===== src/rtl/display_request_arbiter_if.sv =====
// Request/acknowledge and converter handshake bundle for display_request_arbiter.
// The arbiter connects through the slave modport; requesters and converter drive the master side.
interface display_request_arbiter_if #(
    parameter int DATA_WIDTH = 8
);
    logic                  req0;
    logic [DATA_WIDTH-1:0] data0;
    logic                  ack0;
    logic                  req1;
    logic [DATA_WIDTH-1:0] data1;
    logic                  ack1;
    logic [DATA_WIDTH-1:0] bin_value;
    logic                  start_conversion;
    logic                  conversion_complete;
    logic                  active_source;
    logic                  busy;
    logic                  timeout_error;
    logic                  clear_error;

    modport master (
        output req0, data0, req1, data1, conversion_complete, clear_error,
        input  ack0, ack1, bin_value, start_conversion, active_source, busy, timeout_error
    );

    modport slave (
        input  req0, data0, req1, data1, conversion_complete, clear_error,
        output ack0, ack1, bin_value, start_conversion, active_source, busy, timeout_error
    );
endinterface


===== src/rtl/display_request_arbiter.sv =====
// Round-robin arbiter sharing one binary-to-BCD converter and seven-segment display
// between two value sources, with a minimum display hold time and a conversion timeout.
module display_request_arbiter #(
    parameter int          DATA_WIDTH     = 8,
    parameter logic [31:0] HOLD_CYCLES    = 32'd100000,
    parameter logic [31:0] TIMEOUT_CYCLES = 32'd64
) (
    input logic                   clk,
    input logic                   reset,
    display_request_arbiter_if.slave bus
);

    typedef enum logic [1:0] {
        IDLE,
        START,
        CONVERT,
        HOLD
    } state_t;

    state_t                state, state_next;
    logic                  rr_last, rr_last_next;
    logic [31:0]           counter, counter_next;
    logic                  complete_q;
    logic                  done_evt;
    logic                  winner;

    logic                  ack0_r, ack0_next;
    logic                  ack1_r, ack1_next;
    logic [DATA_WIDTH-1:0] bin_r, bin_next;
    logic                  start_r, start_next;
    logic                  source_r, source_next;
    logic                  busy_r, busy_next;
    logic                  error_r, error_next;

    // Only a rising edge of the converter's done level counts, so a level left high
    // from an earlier conversion cannot complete the current one.
    assign done_evt = bus.conversion_complete & ~complete_q;

    always_ff @(posedge clk) begin
        if (reset) begin
            state      <= IDLE;
            rr_last    <= 1'b1;
            counter    <= 32'd0;
            complete_q <= 1'b0;
            ack0_r     <= 1'b0;
            ack1_r     <= 1'b0;
            bin_r      <= '0;
            start_r    <= 1'b0;
            source_r   <= 1'b0;
            busy_r     <= 1'b0;
            error_r    <= 1'b0;
        end else begin
            state      <= state_next;
            rr_last    <= rr_last_next;
            counter    <= counter_next;
            complete_q <= bus.conversion_complete;
            ack0_r     <= ack0_next;
            ack1_r     <= ack1_next;
            bin_r      <= bin_next;
            start_r    <= start_next;
            source_r   <= source_next;
            busy_r     <= busy_next;
            error_r    <= error_next;
        end
    end

    always_comb begin
        state_next   = state;
        rr_last_next = rr_last;
        counter_next = counter;
        ack0_next    = 1'b0;
        ack1_next    = 1'b0;
        start_next   = 1'b0;
        bin_next     = bin_r;
        source_next  = source_r;
        error_next   = error_r & ~bus.clear_error;
        winner       = 1'b0;

        case (state)
            IDLE: begin
                // On a tie the requester that did not win last time goes first.
                if (bus.req0 | bus.req1) begin
                    winner       = (bus.req0 & bus.req1) ? ~rr_last : bus.req1;
                    rr_last_next = winner;
                    source_next  = winner;
                    bin_next     = winner ? bus.data1 : bus.data0;
                    ack0_next    = ~winner;
                    ack1_next    = winner;
                    start_next   = 1'b1;
                    state_next   = START;
                end
            end

            START: begin
                counter_next = 32'd0;
                state_next   = CONVERT;
            end

            CONVERT: begin
                if (done_evt) begin
                    counter_next = 32'd0;
                    state_next   = HOLD;
                end else if (counter == TIMEOUT_CYCLES - 32'd1) begin
                    counter_next = 32'd0;
                    error_next   = 1'b1;
                    state_next   = IDLE;
                end else begin
                    counter_next = counter + 32'd1;
                end
            end

            HOLD: begin
                if (counter == HOLD_CYCLES - 32'd1) begin
                    counter_next = 32'd0;
                    state_next   = IDLE;
                end else begin
                    counter_next = counter + 32'd1;
                end
            end

            default: begin
                state_next = IDLE;
            end
        endcase

        busy_next = (state_next != IDLE);
    end

    assign bus.ack0             = ack0_r;
    assign bus.ack1             = ack1_r;
    assign bus.bin_value        = bin_r;
    assign bus.start_conversion = start_r;
    assign bus.active_source    = source_r;
    assign bus.busy             = busy_r;
    assign bus.timeout_error    = error_r;

endmodule


===== src/flat_wrapper.sv =====
// flat-port wrapper written by rule: the top's interface ports become plain ports
module display_request_arbiter_flat 
#(
    parameter int          DATA_WIDTH     = 8,
    parameter logic [31:0] HOLD_CYCLES    = 32'd100000,
    parameter logic [31:0] TIMEOUT_CYCLES = 32'd64
)
  (clk, reset, bus_req0, bus_data0, bus_req1, bus_data1, bus_conversion_complete, bus_clear_error, bus_ack0, bus_ack1, bus_bin_value, bus_start_conversion, bus_active_source, bus_busy, bus_timeout_error);
  display_request_arbiter_if #(.DATA_WIDTH(DATA_WIDTH)) bus_i ();
  input logic clk;
  input logic reset;
  input wire logic [$bits(bus_i.req0)-1:0] bus_req0;
  input wire logic [$bits(bus_i.data0)-1:0] bus_data0;
  input wire logic [$bits(bus_i.req1)-1:0] bus_req1;
  input wire logic [$bits(bus_i.data1)-1:0] bus_data1;
  input wire logic [$bits(bus_i.conversion_complete)-1:0] bus_conversion_complete;
  input wire logic [$bits(bus_i.clear_error)-1:0] bus_clear_error;
  output wire logic [$bits(bus_i.ack0)-1:0] bus_ack0;
  output wire logic [$bits(bus_i.ack1)-1:0] bus_ack1;
  output wire logic [$bits(bus_i.bin_value)-1:0] bus_bin_value;
  output wire logic [$bits(bus_i.start_conversion)-1:0] bus_start_conversion;
  output wire logic [$bits(bus_i.active_source)-1:0] bus_active_source;
  output wire logic [$bits(bus_i.busy)-1:0] bus_busy;
  output wire logic [$bits(bus_i.timeout_error)-1:0] bus_timeout_error;
  assign bus_i.req0 = bus_req0;
  assign bus_i.data0 = bus_data0;
  assign bus_i.req1 = bus_req1;
  assign bus_i.data1 = bus_data1;
  assign bus_i.conversion_complete = bus_conversion_complete;
  assign bus_i.clear_error = bus_clear_error;
  assign bus_ack0 = bus_i.ack0;
  assign bus_ack1 = bus_i.ack1;
  assign bus_bin_value = bus_i.bin_value;
  assign bus_start_conversion = bus_i.start_conversion;
  assign bus_active_source = bus_i.active_source;
  assign bus_busy = bus_i.busy;
  assign bus_timeout_error = bus_i.timeout_error;
  display_request_arbiter #(.DATA_WIDTH(DATA_WIDTH), .HOLD_CYCLES(HOLD_CYCLES), .TIMEOUT_CYCLES(TIMEOUT_CYCLES)) u_core (.clk(clk), .reset(reset), .bus(bus_i));
endmodule

===== config.mk =====
export PLATFORM = sky130hd
export DESIGN_NAME = display_request_arbiter_flat
export DESIGN_NICKNAME = d
export VERILOG_FILES = /design/src/rtl/display_request_arbiter_if.sv /design/src/rtl/display_request_arbiter.sv /design/src/flat_wrapper.sv
export SDC_FILE = /design/constraint.sdc
export NUM_CORES = 1
export LEC_CHECK = 0
export ABC_AREA = 0
export BUFFER_PORTS_ARGS = -buffer_cell sky130_fd_sc_hd__buf_2
export CORE_ASPECT_RATIO = 1.25
export CORE_MARGIN = 10
export CORE_UTILIZATION = 45
export CTS_CLUSTER_DIAMETER = 60
export CTS_CLUSTER_SIZE = 24
export DETAILED_ROUTE_END_ITERATION = 12
export GPL_TIMING_DRIVEN = 0
export MAX_ROUTING_LAYER = met4
export PLACE_DENSITY = 0.65
export SYNTH_ARGS = -nofsm -noshare
export SYNTH_HDL_FRONTEND = slang
export SYNTH_SLANG_ARGS = --single-unit

===== constraint.sdc =====
create_clock -name clk -period 2.9 [get_ports clk]
set_input_delay 0.87 -clock clk [delete_from_list [all_inputs] [get_ports clk]]
set_output_delay 0.87 -clock clk [all_outputs]
set_load 0.01 [all_outputs]

==> impl_metrics.ini, run 1 <==
[setup_path]
start_kind = register
cp_data_arrival_time_ps = 2690
ff2ff_path_depth = 8
cp.required_ps = 3130
endpoint_kind = register
criticalPathCategory = reg -> reg
r2r_start = u_core.counter[0]
reg2reg_slack_ps = 440
cp_max_fo = 10
r2r_end = u_core.counter[18]

[global_routing]
overflow = 0
grt_pass1_wl_mm = 9.90
grt_pass1_vias = 2260
antenna_found_initial = 0
grt_usage_pct = 13.9
grt_max_degree = 16

[final_layout]
diodes = 0
seqCellArea_sq_um = 1000
nNetsFinal = 361
largest_register_ffs = 32
multi_input_area_sq_um = 1350
drive_gt1_share_pct = 16.2
syn2layout_area_growth_pct = 14.7
regMostFlops = u_core.counter
fillCellCount = 532

[timing]
max_freq_mhz = 407
worstMarginPinSlew_ps = 665
finalCritPeriodShare_pct = 84.8
rsz0062_at_grt = no
setup_violations = 0
hold_violations = 0
fin_tns_setup_ps = 0
slew_headroom_pct = 55.5
fin_crit_ps = 2460
drv_slew = 0
setup_ws_ps = 441
skew_ps = 8.87

[clocking]
clockBufferDepth = 2
cts_setup_buffers = 0
clock-sinks = 50
h-tree-depth = 2
cts_root_buf = clkbuf_8
cts_resized = 0
cts_buffers = 5
clkTransAtPathRegs_ps = 90
clk-insertion-delay-late_ps = 310
tritoncts = yes
hold_buffers = 0

[die]
die_w_um = 86.1
core_area_sq_um = 5370
dieArea_sq_um = 8830
die_h_um = 103
initial_utilization_pct = 45.7
rows = 30
io_pins = 36

[worst_hold_path]
min-delay-start = u_core.bus.bin_value[5]
worstHoldEndpoint = u_core.bus.bin_value[5]
hold_class = reg -> reg
min_path_cells = 2

[detailed_routing]
drtIter0Drc = 85
drt_pass1_iterations = 4
num_vias = 2268
routed_wl_mm = 6.01
vias_per_cell = 5.63
ant_nets = 0
route.detailed.drc = 0
wl_per_cell_um = 14.9

[synthesis]
synthMuxAreaShare_pct = 4.08
synth-seq-area-share_pct = 40.8
yosys.area_share.adder_pct = 0.510
syn_avg_cell_area_sq_um = 8.27
synth_area_leaders = dfxtp_1 (41%), nand3_1 (4.9%), o21ai_0 (4.5%)
synth_nets = 320
synth_xor_area_share_pct = 2.14
synth-seq-cells = 50
netlist_top_cells_count = dfxtp_1 (50), nand2_1 (28), nand3_1 (24), o21ai_0 (22), nor2_1 (21)
synth.most_common_cell = dfxtp_1
synth_top_cell_area_share_pct = 40.8
yosys.area.top_type = dfxtp_1
synthFlopType = dfxtp_1
synthArstFlopShare_pct = 0
syn_area_sq_um = 2450
syn_inst = 297
synth_top_family_by_area = simple AND/OR/NAND/NOR gates
synth_compound_area_share_pct = 19.7
yosys.area_share.simple_pct = 28.4
synth_edf_count = 0
yosys_warnings = 0
ys_types = 45

[pwr]
peakVddDrop_mv = 0.290
power_per_cell_area_nw_per_um2 = 513
power_mw = 1.44
leakagePower_nw = 1.07

[outcome]
status = complete, no violations

[flow_run]
cap_violations = 0

[placement]
place_congestion = 0.865
hpwl_mm = 4.44
io_buffers = 34
dpl_worst_slack_ps = 328
-- per-stage QoR --
step	hold WS, ps	utilization (%)	instances	cell area, sq um
CTS	503	52.4	403	2820
detailed placement	491	50.4	395	2710
global route	528	52.4	403	2820
finish	502	52.4	403	2820
global placement	470	50.4	395	2710
floorplan	450	-	297	2450
-- power by group --
part	switching, mW	total [mW]	internal (mW)
combinational	0.127	0.213	0.0861
sequential	0.0193	0.737	0.717
clock	0.237	0.495	0.258
-- worst max-delay path: stages, from the launching register on --
cell	delay, ps
dfxtp_1	350
ha_1	250
and4_4	230
and4_4	190
o32a_4	390
a21oi_2	420
buf_2	330
nand2_1	70
o21ai_0	150
-- cells in the final DEF (no fill, tap or decap), drive strengths merged, types with 6 or more instances in the layout --
cell type / Yosys / final
clkbuf: 9 / 15
nand2: 28 / 28
nor3: 8 / 8
a21oi: 15 / 15
nor2: 21 / 21
a21o: 8 / 8
nand3: 24 / 24
nand4: 7 / 7
mux2i: 10 / 10
or3: 12 / 12
dfxtp: 50 / 50
and4: 6 / 6
buf: 5 / 39
a211oi: 10 / 10
o21ai: 22 / 22
and3: 7 / 7
inv: 10 / 10
-- how the worst max path moves through the flow --
stage / to / from / cells past startpoint
floorplan: u_core.counter[28] / bus_conversion_complete / 6
global placement: u_core.counter[24] / bus_conversion_complete / 7
detailed placement: u_core.counter[29] / bus_conversion_complete / 7
CTS: u_core.counter[29] / u_core.counter[0] / 8
global route: u_core.counter[29] / u_core.counter[0] / 8
finish: u_core.counter[18] / u_core.counter[0] / 8
-- final cells by class --
cell class	instances	share of cell area, %
Multi-Input combinational cell	223	47.9
Sequential cell	50	35.6
Timing Repair Buffer	34	6.04
Tap cell	64	2.84
Clock buffer	6	2.58
Buffer	14	2.44
Clock inverter	2	1.33
Inverter	10	1.33
-- cell families after synthesis --
logic type / after synthesis
and+or+nand+nor: 133
AOI/OAI and AO/OA: 73
DFF: 50
buffers and inverters: 24
muxes: 10
xor gates and xnor gates: 6
adders and majority gates: 1
-- per-layer routing --
| layer | track usage (%) | vias up | wire length (um) |
|---|---|---|---|
| met2 | 24.0 | 53 | 3040 |
| li1 | - | 1168 | - |
| met1 | 14.7 | 1035 | 2640 |
| met3 | 3.32 | 12 | 209 |
| met4 | 6.60 | 0 | 118 |
| met5 | - | - | 0 |
Note: power is estimated with default switching activity, not from simulation.
==> run 2: changes to the inputs <==
==> constraint.sdc (replaced) <==
create_clock -name clk -period 2.3 [get_ports clk]
set_input_delay 0.69 -clock clk [delete_from_list [all_inputs] [get_ports clk]]
set_output_delay 0.69 -clock clk [all_outputs]
set_load 0.01 [all_outputs]
==> impl_metrics.ini, run 2 (synthesis gave the netlist of run 1 again) <==
[timing]
finalCritPeriodShare_pct = 95.4
setup_ws_ps = 106
max_freq_mhz = 456
holdWs_ps = 503
slew_headroom_pct = 59.6
fin_crit_ps = 2190
setup_violations = 0
skew_ps = 7.40
rsz0062_at_grt = no
drv_slew = 0
worstMarginPinSlew_ps = 606
hold_violations = 0

[global_routing]
grt_pass1_wl_mm = 9.98
overflow = 0
antenna_found_initial = 0
grt_max_degree = 16
grt_pass1_vias = 2257
grt_usage_pct = 14.1

[detailed_routing]
drt_pass1_iterations = 4
route.detailed.drc = 0
routed_wl_mm = 6.05
ant_nets = 0
wl_per_cell_um = 14.9
num_vias = 2309
vias_per_cell = 5.67
drtIter0Drc = 81

[setup_path]
path_common_cell = and4_4
cp_top_family = simple AND/OR/NAND/NOR gates
reg2reg_slack_ps = 110
crit_path_max_incr_delay_ps = 350
cp_slowest_cell = dfxtp_2
r2r_end = u_core.counter[19]
cp_cell_sequence = ha_2 -> and4_4 -> and4_4 -> o32a_4 -> a21o_4 -> buf_6 -> or3_1 -> nand3_1
start_kind = register
cp_max_fo = 10
endpoint_kind = register
r2r_start = u_core.counter[0]
cp_data_arrival_time_ps = 2440
cp.required_ps = 2540
criticalPathCategory = reg -> reg
ff2ff_path_depth = 8
cp_num_buf_inv = 1

[final_layout]
fillCellCount = 526
syn2layout_area_growth_pct = 17.5
diodes = 0
largest_register_ffs = 32
final_common_cell = dfxtp_1
drive_gt1_share_pct = 18.7
regMostFlops = u_core.counter
design_area_sq_um = 2890
fin_util_pct = 53.8
mostFrequentLayoutCells = dfxtp_1 (49), buf_2 (35), nand2_1 (28)
nNetsFinal = 365

[pwr]
power_mw = 1.83
leakagePower_nw = 1.09
peakVddDrop_mv = 0.368
power_per_cell_area_nw_per_um2 = 634

[worst_hold_path]
hold_class = reg -> reg
min-delay-start = u_core.counter[23]
worstHoldEndpoint = u_core.counter[23]
min_path_cells = 2

[clocking]
clockBufferDepth = 2
cts_root_buf = clkbuf_8
hold_buffers = 0
h-tree-depth = 2
tritoncts = yes
clkTransAtPathRegs_ps = 90
clock-sinks = 50
cts_buffers = 5
clk-insertion-delay-late_ps = 300

[placement]
dpl_worst_slack_ps = -125
hpwl_mm = 4.44
place_congestion = 0.865
io_buffers = 34
placed_area_sq_um = 2710

[outcome]
status = complete, no violations

[flow_run]
cap_violations = 0

[die]
core_area_sq_um = 5370
io_pins = 36
dieArea_sq_um = 8830
rows = 30
initial_utilization_pct = 45.7
die_h_um = 103
die_w_um = 86.1
==> run 2: changes by cell type in the layout (fill, tap and decap cells not counted), sizes merged <==
cell	previous run	this run
buf	39	43
==> run 2: final cells by class <==
| type | instances | area (sq um) | area share, % |
|---|---|---|---|
| inverters | 10 | 37.5 | 1.30 |
| multi-input cells | 223 | 1370 | 47.5 |
| flip-flops and latches | 50 | 1000 | 34.7 |
| repair buffers | 38 | 213 | 7.37 |
| plain buffers | 14 | 71.3 | 2.47 |
| well taps | 64 | 80.1 | 2.78 |
| clock inverters | 2 | 37.5 | 1.30 |
| clock buffers | 6 | 72.6 | 2.52 |
==> run 2: what timing repair did <==
| action | in CTS | in global routing |
|---|---|---|
| buffers inserted | 0 | 4 |
| gates cloned | 0 | 0 |
| endpoints found under the setup margin | 18 | 15 |
| resized for setup | 4 | 3 |
| pin swaps | 0 | 5 |
==> run 2: per-layer routing <==
layer / vias to the layer above / GRT usage, % / routed length, um
li1: 1176 / - / -
met1: 1062 / 14.9 / 2620
met2: 52 / 24.4 / 3080
met3: 19 / 3.24 / 211
met4: 0 / 6.35 / 138
met5: - / - / 0
==> run 2: per-stage QoR <==
stage | std cells | setup TNS [ps]
4_1_cts | 403 | 0
3_5_place_dp | 395 | -1300
5_1_grt | 407 | 0
6_report | 407 | 0
2_1_floorplan | 297 | 0
3_3_place_gp | 395 | -844
==> run 2: power by group <==
group	internal, mW	switching, mW
Sequential	0.905	0.0244
Combinational	0.116	0.162
Clock	0.325	0.297
==> run 2: worst max path at each step <==
stage	end	from	depth (start not counted)
3_3_place_gp	u_core.counter[24]	u_core.counter[0]	8
3_5_place_dp	u_core.counter[29]	u_core.counter[0]	8
6_report	u_core.counter[19]	u_core.counter[0]	8
5_1_grt	u_core.counter[25]	u_core.counter[11]	7
2_1_floorplan	u_core.counter[28]	u_core.counter[0]	8
4_1_cts	u_core.counter[31]	u_core.counter[0]	8
==> run 2: worst register-to-register path, stage by stage (launching register included) <==
cell	delay, ps
dfxtp_2	350
ha_2	200
and4_4	220
and4_4	190
o32a_4	350
a21o_4	250
buf_6	150
or3_1	350
nand3_1	80
